===== src/rtl/uart_core_param.sv =====
// -----------------------------------------------------------------------------
// uart_core_param
// Full-duplex UART engine with a run-time configurable baud divisor, parity
// and stop-bit count, and a build-time word length and oversampling ratio.
// TX serialises words from a valid/ready handshake; RX deserialises the
// (synchronised) rx pin and emits a one-cycle valid pulse with error flags.
//
// Parameters
//   DATA_BITS   payload width, 5..9
//   DIV_WIDTH   width of clk_div
//   OVERSAMPLE  ticks per bit, even, >= 4
// Ports
//   clk, reset_n          clock, asynchronous active-low reset
//   clk_div               tick period minus one
//   parity_en/parity_odd  parity enable / odd (1) or even (0)
//   two_stop              1 = two stop bits on TX
//   tx_valid/tx_ready     transmit handshake, tx_data word (LSB first)
//   rx_valid              one-cycle pulse, rx_data/error flags held until next
//   rx / tx               serial pins (rx asynchronous, tx idle high)
// -----------------------------------------------------------------------------
module uart_core_param #(
    parameter int DATA_BITS  = 8,
    parameter int DIV_WIDTH  = 16,
    parameter int OVERSAMPLE = 16
) (
    input  logic                 clk,
    input  logic                 reset_n,
    input  logic [DIV_WIDTH-1:0] clk_div,
    input  logic                 parity_en,
    input  logic                 parity_odd,
    input  logic                 two_stop,
    input  logic                 tx_valid,
    output logic                 tx_ready,
    input  logic [DATA_BITS-1:0] tx_data,
    output logic                 rx_valid,
    output logic [DATA_BITS-1:0] rx_data,
    output logic                 rx_parity_err,
    output logic                 rx_frame_err,
    input  logic                 rx,
    output logic                 tx
);

    localparam int TICK_W = $clog2(OVERSAMPLE);
    localparam int BIT_W  = $clog2(DATA_BITS);
    localparam logic [TICK_W-1:0] TICK_LAST = TICK_W'(OVERSAMPLE - 1);
    localparam logic [TICK_W-1:0] TICK_MID  = TICK_W'(OVERSAMPLE / 2 - 1);
    localparam logic [BIT_W-1:0]  BIT_LAST  = BIT_W'(DATA_BITS - 1);

    // ------------------------------------------------------------------ TX
    typedef enum logic [2:0] {
        TX_IDLE, TX_START, TX_DATA, TX_PARITY, TX_STOP1, TX_STOP2
    } tx_state_t;

    tx_state_t              tx_state_q;
    logic [DIV_WIDTH-1:0]   tx_div_q, tx_pre_q;
    logic [TICK_W-1:0]      tx_tick_q;
    logic [BIT_W-1:0]       tx_bit_q;
    logic [DATA_BITS-1:0]   tx_shift_q;
    logic                   tx_par_q, tx_par_en_q, tx_two_stop_q, tx_q;
    logic                   tx_tick, tx_bit_end, tx_frame_end, tx_accept;

    assign tx_tick      = (tx_pre_q == tx_div_q);
    assign tx_bit_end   = (tx_state_q != TX_IDLE) && tx_tick && (tx_tick_q == TICK_LAST);
    assign tx_frame_end = tx_bit_end &&
                          (((tx_state_q == TX_STOP1) && !tx_two_stop_q) || (tx_state_q == TX_STOP2));
    // Ready is also high in the final cycle of the last stop bit so a held
    // tx_valid starts the next frame with no idle gap.
    assign tx_ready     = (tx_state_q == TX_IDLE) || tx_frame_end;
    assign tx_accept    = tx_valid && tx_ready;
    assign tx           = tx_q;

    // NOTE: sequential state uses non-blocking assignments only, so every flop
    // samples the pre-edge value of every other flop regardless of order.
    always_ff @(posedge clk or negedge reset_n) begin
        if (!reset_n) begin
            tx_state_q    <= TX_IDLE;
            tx_div_q      <= '0;
            tx_pre_q      <= '0;
            tx_tick_q     <= '0;
            tx_bit_q      <= '0;
            tx_shift_q    <= '0;
            tx_par_q      <= 1'b0;
            tx_par_en_q   <= 1'b0;
            tx_two_stop_q <= 1'b0;
            tx_q          <= 1'b1;
        end else if (tx_accept) begin
            tx_state_q    <= TX_START;
            tx_div_q      <= clk_div;
            tx_par_en_q   <= parity_en;
            tx_two_stop_q <= two_stop;
            tx_par_q      <= (^tx_data) ^ parity_odd;
            tx_shift_q    <= tx_data;
            tx_bit_q      <= '0;
            tx_pre_q      <= '0;
            tx_tick_q     <= '0;
            tx_q          <= 1'b0;
        end else if (tx_state_q != TX_IDLE) begin
            if (tx_tick) begin
                tx_pre_q  <= '0;
                tx_tick_q <= (tx_tick_q == TICK_LAST) ? '0 : tx_tick_q + 1'b1;
            end else begin
                tx_pre_q  <= tx_pre_q + 1'b1;
            end
            if (tx_bit_end) begin
                case (tx_state_q)
                    TX_START: begin
                        tx_state_q <= TX_DATA;
                        tx_q       <= tx_shift_q[0];
                    end
                    TX_DATA: begin
                        if (tx_bit_q == BIT_LAST) begin
                            tx_state_q <= tx_par_en_q ? TX_PARITY : TX_STOP1;
                            tx_q       <= tx_par_en_q ? tx_par_q : 1'b1;
                        end else begin
                            tx_bit_q   <= tx_bit_q + 1'b1;
                            tx_shift_q <= tx_shift_q >> 1;
                            tx_q       <= tx_shift_q[1];
                        end
                    end
                    TX_PARITY: begin
                        tx_state_q <= TX_STOP1;
                        tx_q       <= 1'b1;
                    end
                    TX_STOP1: tx_state_q <= tx_two_stop_q ? TX_STOP2 : TX_IDLE;
                    default:  tx_state_q <= TX_IDLE;
                endcase
            end
        end
    end

    // ------------------------------------------------------------------ RX
    typedef enum logic [2:0] {
        RX_IDLE, RX_START, RX_DATA, RX_PARITY, RX_STOP
    } rx_state_t;

    rx_state_t              rx_state_q;
    logic                   rx_meta_q, rx_sync_q, rx_prev_q;
    logic [DIV_WIDTH-1:0]   rx_div_q, rx_pre_q;
    logic [TICK_W-1:0]      rx_tick_q;
    logic [BIT_W-1:0]       rx_bit_q;
    logic [DATA_BITS-1:0]   rx_shift_q, rx_data_q;
    logic                   rx_par_en_q, rx_par_odd_q, rx_par_acc_q, rx_break_q;
    logic                   rx_valid_q, rx_perr_q, rx_ferr_q;
    logic                   rx_fall, rx_tick, rx_sample;

    assign rx_fall   = rx_prev_q && !rx_sync_q;
    assign rx_tick   = (rx_pre_q == rx_div_q);
    // The start bit is checked half a bit in; every later bit one full bit after.
    assign rx_sample = (rx_state_q != RX_IDLE) && rx_tick &&
                       (rx_tick_q == ((rx_state_q == RX_START) ? TICK_MID : TICK_LAST));

    assign rx_valid      = rx_valid_q;
    assign rx_data       = rx_data_q;
    assign rx_parity_err = rx_perr_q;
    assign rx_frame_err  = rx_ferr_q;

    always_ff @(posedge clk or negedge reset_n) begin
        if (!reset_n) begin
            rx_state_q   <= RX_IDLE;
            rx_meta_q    <= 1'b1;
            rx_sync_q    <= 1'b1;
            rx_prev_q    <= 1'b1;
            rx_div_q     <= '0;
            rx_pre_q     <= '0;
            rx_tick_q    <= '0;
            rx_bit_q     <= '0;
            rx_shift_q   <= '0;
            rx_data_q    <= '0;
            rx_par_en_q  <= 1'b0;
            rx_par_odd_q <= 1'b0;
            rx_par_acc_q <= 1'b0;
            rx_break_q   <= 1'b0;
            rx_valid_q   <= 1'b0;
            rx_perr_q    <= 1'b0;
            rx_ferr_q    <= 1'b0;
        end else begin
            rx_meta_q  <= rx;
            rx_sync_q  <= rx_meta_q;
            rx_prev_q  <= rx_sync_q;
            rx_valid_q <= 1'b0;
            if (rx_state_q == RX_IDLE) begin
                // After a frame error, wait for the line to read 1 so a held
                // break cannot start another frame.
                if (rx_break_q) begin
                    if (rx_sync_q) rx_break_q <= 1'b0;
                end else if (rx_fall) begin
                    rx_state_q   <= RX_START;
                    rx_div_q     <= clk_div;
                    rx_par_en_q  <= parity_en;
                    rx_par_odd_q <= parity_odd;
                    rx_pre_q     <= '0;
                    rx_tick_q    <= '0;
                    rx_bit_q     <= '0;
                    rx_par_acc_q <= 1'b0;
                end
            end else begin
                if (rx_tick) begin
                    rx_pre_q  <= '0;
                    rx_tick_q <= rx_sample ? '0 : rx_tick_q + 1'b1;
                end else begin
                    rx_pre_q  <= rx_pre_q + 1'b1;
                end
                if (rx_sample) begin
                    case (rx_state_q)
                        RX_START: rx_state_q <= rx_sync_q ? RX_IDLE : RX_DATA;
                        RX_DATA: begin
                            rx_shift_q   <= {rx_sync_q, rx_shift_q[DATA_BITS-1:1]};
                            rx_par_acc_q <= rx_par_acc_q ^ rx_sync_q;
                            if (rx_bit_q == BIT_LAST)
                                rx_state_q <= rx_par_en_q ? RX_PARITY : RX_STOP;
                            else
                                rx_bit_q <= rx_bit_q + 1'b1;
                        end
                        RX_PARITY: begin
                            // Accumulator becomes the mismatch flag.
                            rx_par_acc_q <= rx_par_acc_q ^ rx_sync_q ^ rx_par_odd_q;
                            rx_state_q   <= RX_STOP;
                        end
                        default: begin
                            rx_valid_q <= 1'b1;
                            rx_data_q  <= rx_shift_q;
                            rx_perr_q  <= rx_par_en_q && rx_par_acc_q;
                            rx_ferr_q  <= !rx_sync_q;
                            rx_break_q <= !rx_sync_q;
                            rx_state_q <= RX_IDLE;
                        end
                    endcase
                end
            end
        end
    end

endmodule

===== config.mk =====
export PLATFORM = sky130hd
export DESIGN_NAME = uart_core_param
export DESIGN_NICKNAME = d
export VERILOG_FILES = /design/src/rtl/uart_core_param.sv
export SDC_FILE = /design/constraint.sdc
export NUM_CORES = 1
export LEC_CHECK = 0
export BUFFER_PORTS_ARGS = -buffer_cell sky130_fd_sc_hd__buf_2
export CELL_PAD_IN_SITES_DETAIL_PLACEMENT = 0
export CELL_PAD_IN_SITES_GLOBAL_PLACEMENT = 1
export CORE_MARGIN = 5
export CORE_UTILIZATION = 35
export CTS_BUF_LIST = sky130_fd_sc_hd__clkbuf_8
export DETAILED_ROUTE_END_ITERATION = 12
export PLACE_DENSITY_LB_ADDON = 0.1
export SYNTH_ARGS = -nofsm -noshare
export SYNTH_HDL_FRONTEND = slang
export SYNTH_SLANG_ARGS = --single-unit
export TNS_END_PERCENT = 5

===== constraint.sdc =====
create_clock -name clk -period 3 [get_ports clk]
set_clock_uncertainty 0.05 [all_clocks]
set_input_delay 0.3 -clock clk [delete_from_list [all_inputs] [get_ports clk]]
set_output_delay 0.3 -clock clk [all_outputs]
set_load 0.02 [all_outputs]

# [Word level (Yosys, flattened, before mapping)]
# Index checks and enable logic that the tools add are counted.
[totals] register_bits=122 inputBits=31 out_inout_bits=13 elab_cells=168
[op_classes] addsub=6 eq_ne=21 mux=67 bitwise_logic=6 reduce_logical=41
[op_table] op="16-bit 2-to-1 mux" n=7
[op_table] op="3-bit 2-to-1 mux" n=23
[op_table] op="4-bit 2-to-1 mux" n=10
[op_table] op="8-bit 2-to-1 mux" n=5
[op_table] op="16-bit by 1-bit adder with 16-bit output (second input constant)" n=2
[op_table] op="16-bit == test" n=2
[op_table] op="3-bit AND reduction" n=6
[op_table] op="1-bit 2-to-1 mux" n=17
[op_table] op="2-bit nonzero test" n=7
[op_table] op="3-bit by 2-bit == test with 1-bit output (second input constant)" n=4
[op_table] op="3-bit == test (second input constant)" n=4
[op_table] op="3-bit one-hot mux with 4 select lines" n=1
[op_table] op="4-bit AND reduction" n=3
[op_table] op="1-bit logical AND" n=9
[op_table] op="3-bit one-hot mux with 3 select lines" n=1
[op_table] op="3-bit nonzero test" n=3
[op_table] op="4-bit by 1-bit adder with 4-bit output (second input constant)" n=2
[op_table] op="2-bit inequality test (second input constant)" n=4
[op_table] op="8-bit XOR reduction" n=1
[op_table] op="3-bit by 1-bit adder with 3-bit output (second input constant)" n=2
[op_table] op="3-bit by 1-bit == test with 1-bit output (second input constant)" n=2
[op_table] op="3-bit logical NOT" n=2
[op_table] op="3-bit inequality test (second input constant)" n=2
[op_table] op="2-bit AND reduction" n=3
[op_table] op="13 further kinds" n=19

# [Longest topological paths before layout]
# Gate-level depths: netlist (run 1).
[depth] word_depth=8 mapped_depth=8 mapped_depth_nobuf=8

# [Least setup slack after synthesis (run 1)]
# No wires, ideal clock.
[synth_path] kind="reg-to-reg" from="reg rx_pre_q[9]" to="reg rx_par_acc_q" setup_ns=0.128 t_arrival_ns=1.964 required_ns=2.822 path_slack_ns=0.859 path_stages_with_launch=8 path_buffers=1 synth_period_minus_slack_ns=2.141 cell_sequence="dfrtp_1 -> xor2_1 -> nor4_1 -> and4_1 -> buf_4 -> nand2_4 -> a2111oi_4 -> mux2_1"
[synth_via] elab_chain_cells=5
[synth_lines] element="from (decl)" line_no="138" source="logic [DIV_WIDTH-1:0] rx_div_q, rx_pre_q;"
[synth_lines] element="from (signal assigned)" line_no="201" source="rx_pre_q <= rx_pre_q + 1'b1;"
[synth_lines] element="16-bit == test" line_no="147" source="assign rx_tick = (rx_pre_q == rx_div_q);"
[synth_lines] element="1-bit logical AND (2 in series)" line_no="149" source="assign rx_sample = (rx_state_q != RX_IDLE) && rx_tick &&"
[synth_lines] element="2-bit nonzero test (no source line)"
[synth_lines] element="4-bit AND reduction (no source line)"
[synth_lines] element="to (signal assigned)" line_no="208" source="rx_par_acc_q <= rx_par_acc_q ^ rx_sync_q;"
[synth_lines] element="to (signal assigned)" line_no="216" source="rx_par_acc_q <= rx_par_acc_q ^ rx_sync_q ^ rx_par_odd_q;"
[synth_lines] element="to (decl)" line_no="142" source="logic rx_par_en_q, rx_par_odd_q, rx_par_acc_q, rx_break_q;"
# Every way passes these cells.
# A chain may end at the register's enable or synchronous reset.

# [Worst setup path in the final report (run 1)]
[layout_path] from="reg tx_pre_q[1]" to="out tx_ready"
[layout_via] elab_chain_cells=5
[layout_lines] element="from (decl)" line_no="55" source="logic [DIV_WIDTH-1:0] tx_div_q, tx_pre_q;"
[layout_lines] element="from (signal assigned)" line_no="102" source="tx_pre_q <= tx_pre_q + 1'b1;"
[layout_lines] element="16-bit == test" line_no="62" source="assign tx_tick = (tx_pre_q == tx_div_q);"
[layout_lines] element="1-bit logical AND (2 in series)" line_no="63" source="assign tx_bit_end = (tx_state_q != TX_IDLE) && tx_tick && (tx_tick_q == TICK_LAST);"
[layout_lines] element="1-bit logical AND" line_no="64" source="assign tx_frame_end = tx_bit_end &&"
[layout_lines] element="1-bit logical OR" line_no="68" source="assign tx_ready = (tx_state_q == TX_IDLE) || tx_frame_end;"
[layout_lines] element="to (decl)" line_no="33" source="output logic tx_ready,"
# Every way passes these cells.

==> results of run 1 <==
==> worst register-to-register path: stages (launching register included) <==
cell	delay, ns
dfrtp_1	0.42
xor2_1	0.17
nor4_1	0.41
and4_1	0.49
nand4_4	0.31
and3_1	0.28
or3_1	0.33
==> per-stage QoR <==
stage	total power, uW	setup slack (ns)	cell area [um2]
2_1_floorplan	2150	0.859	5970
3_3_place_gp	2320	0.469	6470
3_5_place_dp	2320	0.422	6470
4_1_cts	4070	0.302	6960
5_1_grt	4220	0.185	6960
6_report	4010	0.343	6960
==> layer usage <==
layer	track usage	wire, um
met1	0.197	6640
met2	0.220	6150
met3	0.0427	563
met4	0.0433	122
met5	0	0
==> flip-flops by register name, summed over array words and instances, names as in the netlist, 3 cells and up <==
name        cells
rx_data         8
rx_div_q       16
tx_div_q       16
rx_pre_q       16
tx_bit_q        3
tx_state_q      3
rx_bit_q        3
tx_pre_q       16
rx_state_q      3
rx_tick_q       4
rx_shift_q      8
tx_tick_q       4
tx_shift_q      8
==> power by group through the flow <==
stage / combinational, uW / clock (uW) / sequential [uW]
floorplan: 285 / 0 / 1870
global placement: 412 / 0 / 1910
detailed placement: 413 / 0 / 1910
CTS: 419 / 1780 / 1880
global route: 470 / 1860 / 1890
finish: 410 / 1720 / 1880
==> cells in the mapped netlist (9+ instances only) <==
master and count:
clkbuf_1 17, nand3_1 23, mux2_2 35, buf_2 9, and3_1 13, nand2_1 86, xnor2_1 29, nor2_1 33
inv_1 14, a21oi_1 17, nor3_1 11, mux2i_1 9, xor2_1 31, dfrtp_1 118, o21ai_0 40
==> cells in the final DEF, fill, tap and decap left out, drive strengths merged, types with 11 or more instances in the layout <==
cell type	count
xnor2	29
nand2	87
nor2	34
inv	15
xor2	31
nor3	11
a21oi	17
buf	56
nand3	24
mux2	36
clkbuf	20
dfrtp	118
o21ai	40
and3	13
==> kinds of logic after synthesis <==
group / Yosys count / synth area share
AOI/OAI and AO/OA: 91 / 0.0957
xor gates and xnor gates: 60 / 0.0880
adders and majority gates: 8 / 0.0168
buffers and inverters: 41 / 0.0283
DFF: 122 / 0.512
muxes: 45 / 0.0829
and+or+nand+nor: 213 / 0.177
==> worst max-delay path by stage <==
stage	end	slack, ns	depth (start not counted)
floorplan	rx_par_acc_q	0.86	7
global placement	rx_bit_q[0]	0.47	6
detailed placement	rx_bit_q[0]	0.42	6
CTS	tx_ready	0.30	6
global route	tx_ready	0.19	6
finish	tx_ready	0.34	6
==> what timing repair did <==
item / CTS / global route
endpoints found under the hold margin: 119 / 0
gates resized for setup: 0 / 0
hold buffers: 2 / 0
==> final cells by class <==
class	instances	area, um2	area share
Clock buffer	20	275	0.0395
Clock inverter	11	194	0.0279
Inverter	14	52.6	0.00755
Multi-Input combinational cell	417	2760	0.396
Sequential cell	122	3060	0.439
Tap cell	220	275	0.0395
Timing Repair Buffer	58	348	0.0500
==> metrics.md, run 1 <==
| Metric | Value |
|---|---|
| Outcome | completed |
| Power Dens Cells | 576 nW/um2 |
| Vias in the first global route | 4495 |
| Synth area leader | dfrtp_1 |
| Hold slack | 0.0330 ns |
| CTS Sinks | 122 |
| Peak supply drop | 0.293 mV |
| Crit path arrival time | 2.31 ns |
| Worst slew pin tran | 1.08 ns |
| Sw Share | 0.255 |
| CP max-delay cell | nor4_4 |
| P_sw | 1020 uW |
| Ys flop type | dfrtp_1 |
| Initial antenna violation count | 0 |
| Drt via density | 5.00 |
| Die Ht | 141 um |
| Drt first-iter violations | 194 |
| Total track usage | 0.143 |
| Hold depth | 3 |
| Layout fillers | 1644 |
| Antenna viol nets, final | 0 |
| Worst reg2reg endpoint | rx_bit_q[0] |
| Worst hold path startpoint | clk_div[5] |
| Final Hold Viols | 0 |
| Worst Path Required | 2.65 ns |
| Largest cells by area after synthesis | dfrtp_1, mux2_2, nand2_1, xor2_1, xnor2_1 |
| ANT cells | 0 |
| Logic pwr share | 0.102 |
| Non-filler cells, final | 862 |
| Final worst-path cycle share | 0.886 |
| Drc violations | 0 |
| Seq/Total Area, Yosys | 0.512 |
| Via count | 4313 |
| Yosys warning count | 0 |
| CTS tree | yes |
| Core Rows | 47 |
| RSZ-0062 raised after global routing | false |
| CTS clk-pin slew, worst paths | 0.07 ns |
| Post-synth top area share | 0.494 |
| Total CTS buffers | 17 |
| Detailed Place HPWL | 9.29 mm |
| Ports | 44 |
| Core Util, Final | 0.418 |
| Register bit total from synthesis | 122 |
| WHS Endpoint | rx_div_q[5] |
| Slew HR | 0.279 |
| Post-Place Cells | 829 |
| Max Root-Sink Buffers | 2 |
| Endpoint class of the critical path | output pin |
| Setup repair bufs after CTS | 0 |
| Layout net count | 669 |
| Clk pwr share | 0.430 |
| Pin count of the biggest net entering global routing | 123 |
| Drt wl/cell | 15.6 um |
| CP Launch Point | tx_pre_q[1] |
| Pint | 2990 uW |
| R2R setup slack | 0.43 ns |
| Min-delay worst type | in -> reg |
| Crit path largest cell delay | 0.45 ns |
| WL final | 13.5 mm |
| Syn Std Cell Area | 5970 um2 |
| Slew Viols, Final | 0 |
| CP Launch Type | register |
| Synthesized area per cell | 10.3 um2 |
| Asr flop ratio synth | 1.00 |
| Gr ovfl total | 0 |
| Max Cap Violations | 0 |
| Highest clock rate | 376 MHz |
| Mapped Nets | 619 |
| Die area | 19800 um2 |
| Crit-path max FO | 6 |
| Delay-heaviest family, CP | simple AND/OR/NAND/NOR gates |
| Fin crit period | 2.66 ns |
| CP cell instances | xnor2_1 > nand4_1 > nor4_4 > a41oi_1 > nor2_1 > buf_2 |
| Syn Inst Count | 580 |
| Clock Latency Late Sink | 0.44 ns |
| First-pass GRT wire length | 22.8 mm |
| Placer congestion estimate | 0.824 |
| Distinct cells, synth | 55 |
| WS Path Type | reg -> out |
| Number of synthesized flops with an enable pin | 0 |
| Clock H-tree levels | 4 |
| Share of layout cells above drive strength 1 | 0.212 |
| Core area | 16600 um2 |
| Drt first pass iters | 4 |
| Buf/Inv on CP | 1 |
| I/O Buffers | 43 |
| Die X | 141 um |
| Final setup viols | 0 |
| Initial Utilization | 0.359 |
| Area growth syn-to-layout | 16.5% |
| Static leakage | 0.00336 uW |
| Setup TNS | 0 ns |
| Root Driver | clkbuf_8 |
| R2R depth | 6 |
| RR Startpoint | rx_pre_q[5] |
| Sequential power share | 0.468 |
No activity file was read; power rests on OpenSTA's default activity.
==> inputs of run 2 (changes only) <==
Settings changed: CTS_BUF_LIST sky130_fd_sc_hd__clkbuf_8 to not set.
==> metrics.md, run 2 (synthesis results as in run 1) <==
| Metric | Value |
|---|---|
| Setup TNS | 0 ns |
| Sw Share | 0.239 |
| Gr ovfl total | 0 |
| Initial Utilization | 0.359 |
| Fin crit period | 2.57 ns |
| Die area | 19800 um2 |
| Slew HR | 0.284 |
| Clk pwr share | 0.499 |
| Min-delay worst type | in -> reg |
| CP Launch Type | register |
| Detailed Place HPWL | 9.29 mm |
| Uppermost routed layer | met4 |
| CTS tree | yes |
| WL final | 13.5 mm |
| Clock H-tree levels | 4 |
| WS Path Type | reg -> out |
| Final worst-path cycle share | 0.856 |
| Drt wl/cell | 15.7 um |
| Max Cap Violations | 0 |
| Area growth syn-to-layout | 19.7% |
| Worst slew pin tran | 1.07 ns |
| Drt first pass iters | 4 |
| CTS clk-pin slew, worst paths | 0.06 ns |
| Endpoint class of the critical path | output pin |
| Power Dens Cells | 639 nW/um2 |
| Slew Viols, Final | 0 |
| Vias in the first global route | 4501 |
| Die Ht | 141 um |
| Critical path capture point | tx_ready |
| ANT cells | 0 |
| Clock Latency Late Sink | 0.42 ns |
| Total CTS buffers | 17 |
| Final Power | 4570 uW |
| Logic pwr share | 0.090 |
| Non-filler cells, final | 862 |
| CTS Sinks | 122 |
| R2R setup slack | 0.45 ns |
| Root Driver | clkbuf_16 |
| Via count | 4349 |
| Drc violations | 0 |
| Sequential power share | 0.411 |
| Setup repair bufs after CTS | 0 |
| Share of layout cells above drive strength 1 | 0.212 |
| Max Root-Sink Buffers | 2 |
| Crit-path max FO | 6 |
| P_sw | 1090 uW |
| Met3 wire len | 588 um |
| Core Rows | 47 |
| Outcome | completed |
| Core area | 16600 um2 |
| R2R depth | 6 |
| Drt via density | 5.05 |
| Crit path arrival time | 2.22 ns |
| Wl on met1 | 6.61 mm |
| Ports | 44 |
| Static leakage | 0.00344 uW |
| Commonest non-fill, non-tap cell in the layout | dfrtp_1 |
| WL met2 | 6.19 mm |
| Antenna viol nets, final | 0 |
| Total track usage | 0.145 |
| Worst reg2reg endpoint | rx_bit_q[0] |
| I/O Buffers | 43 |
| Pin count of the biggest net entering global routing | 123 |
| RSZ-0062 raised after global routing | false |
| Peak supply drop | 0.425 mV |
| Final setup viols | 0 |
| CP Launch Point | tx_pre_q[1] |
| RR Startpoint | rx_pre_q[5] |
| Highest clock rate | 390 MHz |
| Final Hold Viols | 0 |
| Initial antenna violation count | 0 |
| First-pass GRT wire length | 23.0 mm |
| Die X | 141 um |
| Post-Place Cells | 829 |
| Commonest non-fill, non-tap cells in the layout | dfrtp_1, nand2_1, buf_2 |
| Placer congestion estimate | 0.824 |
| Drt first-iter violations | 227 |
| Pint | 3480 uW |
| Layout net count | 669 |
| Worst Path Required | 2.65 ns |
run 2: per-stage QoR:
stage | setup WS, ns | util | hold WS, ns | instance area [um2]
global placement | 0.469 | 0.389 | 0.297 | 6470
floorplan | 0.859 | - | -0.0456 | 5970
global route | 0.208 | 0.430 | 0.0439 | 7150
CTS | 0.343 | 0.430 | 0.0441 | 7150
detailed placement | 0.422 | 0.389 | 0.299 | 6470
finish | 0.433 | 0.430 | 0.0592 | 7150
run 2: routing by layer:
layer | vias to the layer above | global-route usage
li1 | 2120 | -
met1 | 2154 | 0.197
met2 | 62 | 0.222
met3 | 13 | 0.0447
met4 | 0 | 0.0495
met5 | - | 0
run 2: how the worst min path moves through the flow:
stage	from	end	slack, ns	cells after the start
final	clk_div[5]	rx_div_q[5]	0.06	3
after floorplan	reset_n	rx_bit_q[0]	-0.05	0
after detailed placement	rx_meta_q	rx_sync_q	0.30	0
after CTS	two_stop	tx_two_stop_q	0.04	2
after global placement	rx_meta_q	rx_sync_q	0.30	0
after global routing	two_stop	tx_two_stop_q	0.04	2
run 2: layout make-up:
class                   count  area [um2]
well taps                 220         275
repair buffers             58         348
clock buffers              21         470
fillers                  1621        9490
multi-input cells         417        2760
clock inverters            10         190
flip-flops and latches    122        3060
inverters                  14        52.6
run 2: power by group through the flow:
stage                     clock (uW)  combinational, uW  sequential, uW
after floorplan                    0                285            1870
after global placement             0                412            1910
after detailed placement           0                413            1910
after CTS                       2330                419            1880
after global routing            2420                470            1900
final                           2280                410            1880
run 2: worst max-delay path, stage by stage (launching register included):
cell and delay (ns):
dfrtp_1 0.43, xnor2_1 0.26, nand4_1 0.19, nor4_4 0.45
a41oi_1 0.17, nor2_1 0.13, buf_2 0.18
run 2: repair_timing:
| item | in CTS | in global routing |
|---|---|---|
| hold endpoints to repair | 119 | 0 |
| resized for setup | 0 | 0 |
| hold buffers | 2 | 0 |
==> inputs of run 3 (changes only) <==
Settings changed: PLACE_DENSITY set to 0.65, PLACE_DENSITY_LB_ADDON 0.1 to not set.
==> metrics.md, run 3 (synthesis results as in run 1) <==
| Metric | Value |
|---|---|
| Outcome | completed |
| Power Dens Cells | 593 nW/um2 |
| Clock H-tree levels | 4 |
| WL final | 13.4 mm |
| Setup TNS | 0 ns |
| Sequential power share | 0.448 |
| Die area | 19800 um2 |
| Crit path arrival time | 2.33 ns |
| ANT cells | 0 |
| Drt via density | 5.05 |
| Core Util, Final | 0.424 |
| Max Cap Violations | 0 |
| Drt wl/cell | 15.4 um |
| Die Ht | 141 um |
| Vias in the first global route | 4517 |
| Total CTS buffers | 17 |
| Static leakage | 0.00339 uW |
| Sw Share | 0.275 |
| Hold_buf cts | 2 |
| Setup repair bufs after CTS | 0 |
| Drt first-iter violations | 205 |
| Placer congestion estimate | 0.819 |
| Worst slew pin tran | 1.05 ns |
| Pin count of the biggest net entering global routing | 63 |
| Slew Viols, Final | 0 |
| Commonest non-fill, non-tap cells in the layout | dfrtp_1, nand2_1, buf_2 |
| Core Rows | 47 |
| CP Launch Type | register |
| Core area | 16600 um2 |
| Antenna viol nets, final | 0 |
| Initial Utilization | 0.359 |
| Commonest non-fill, non-tap cell in the layout | dfrtp_1 |
| Post-CTS sizing | 0 |
| Die X | 141 um |
| Crit-path max FO | 5 |
| Slew HR | 0.301 |
| First-pass GRT wire length | 22.9 mm |
| Gr ovfl total | 0 |
| Final worst-path cycle share | 0.893 |
| Area growth syn-to-layout | 18.2% |
| Fin crit period | 2.68 ns |
| Final Hold Viols | 0 |
| CTS Sinks | 122 |
| Initial antenna violation count | 0 |
| Highest clock rate | 373 MHz |
| Max Root-Sink Buffers | 2 |
| Via count | 4365 |
| Endpoint class of the critical path | output pin |
| Total track usage | 0.144 |
| Final setup viols | 0 |
| CTS tree | yes |
| Share of layout cells above drive strength 1 | 0.217 |
| I/O Buffers | 43 |
| Drt first pass iters | 4 |
| Non-filler cells, final | 865 |
| Min-delay worst type | in -> reg |
| Post-Place Cells | 831 |
| RSZ-0062 raised after global routing | false |
| Logic pwr share | 0.100 |
| Detailed Place HPWL | 9.41 mm |
| CTS clk-pin slew, worst paths | 0.06 ns |
| WS Path Type | reg -> out |
| Root Driver | clkbuf_16 |
| Clk pwr share | 0.451 |
| Ports | 44 |
| P_sw | 1150 uW |
| Clock Latency Late Sink | 0.42 ns |
| Drc violations | 0 |
| Pint | 3030 uW |
| Worst Path Required | 2.65 ns |
| Layout net count | 671 |
| Peak supply drop | 0.415 mV |
-- run 3: cell count changes in the layout (fill, tap and decap cells not counted) --
| cell | previous run | this run |
|---|---|---|
| clkinv_4 | 2 | 3 |
| clkinvlp_4 | 3 | 6 |
| clkbuf_1 | 1 | 0 |
| inv_6 | 0 | 5 |
| bufinv_16 | 5 | 0 |
| buf_4 | 13 | 15 |
| clkbuf_8 | 3 | 1 |
-- run 3: worst paths after layout --
check / startpoint / cells after the start / endpoint / slack [ns]
min reg2reg: rx_meta_q / 0 / rx_sync_q / 0.31
min: clk_div[7] / 3 / rx_div_q[7] / 0.05
max reg2reg: rx_pre_q[5] / 5 / rx_tick_q[0] / 0.44
max in group asynchronous: reset_n / 3 / rx_pre_q[15] / 1.77
min in group asynchronous: reset_n / 2 / tx_two_stop_q / 0.37
max: tx_pre_q[1] / 7 / tx_ready / 0.32
-- run 3: area by class of cell --
class	instances	area [um2]
Sequential cell	122	3060
Tap cell	220	275
Clock buffer	18	439
Clock inverter	14	115
Timing Repair Buffer	60	363
Fill cell	1631	9580
Multi-Input combinational cell	417	2760
Inverter	14	52.6
-- run 3: worst max-delay path, stage by stage, from the launching register on --
cell and delay, ns:
dfrtp_1 0.43, xnor2_1 0.29, nand4_1 0.21, nor4_4 0.37
buf_4 0.21, a41oi_1 0.11, nor2_1 0.13, buf_2 0.18
-- run 3: metrics by stage --
step           setup slack, ns  area (um2)  power, uW  hold WS [ns]
6_report                 0.322        7060       4190        0.0543
5_1_grt                  0.143        7060       4400        0.0518
4_1_cts                  0.313        7060       4250        0.0375
3_5_place_dp             0.432        6490       2330         0.291
3_3_place_gp             0.496        6490       2320         0.287
2_1_floorplan            0.859        5970       2150       -0.0456
-- run 3: power groups by stage --
stage | sequential (uW) | clock, uW | combinational [uW]
after CTS | 1880 | 1940 | 433
after floorplan | 1870 | 0 | 285
final | 1880 | 1890 | 420
after global routing | 1890 | 2030 | 483
after global placement | 1900 | 0 | 415
after detailed placement | 1910 | 0 | 428
-- run 3: routing by layer --
layer	share of wire	up-vias	track usage
li1	-	2129	-
met1	0.49	2143	0.198
met2	0.46	79	0.221
met3	0.039	14	0.0400
met4	0.011	0	0.0464
met5	0	-	0
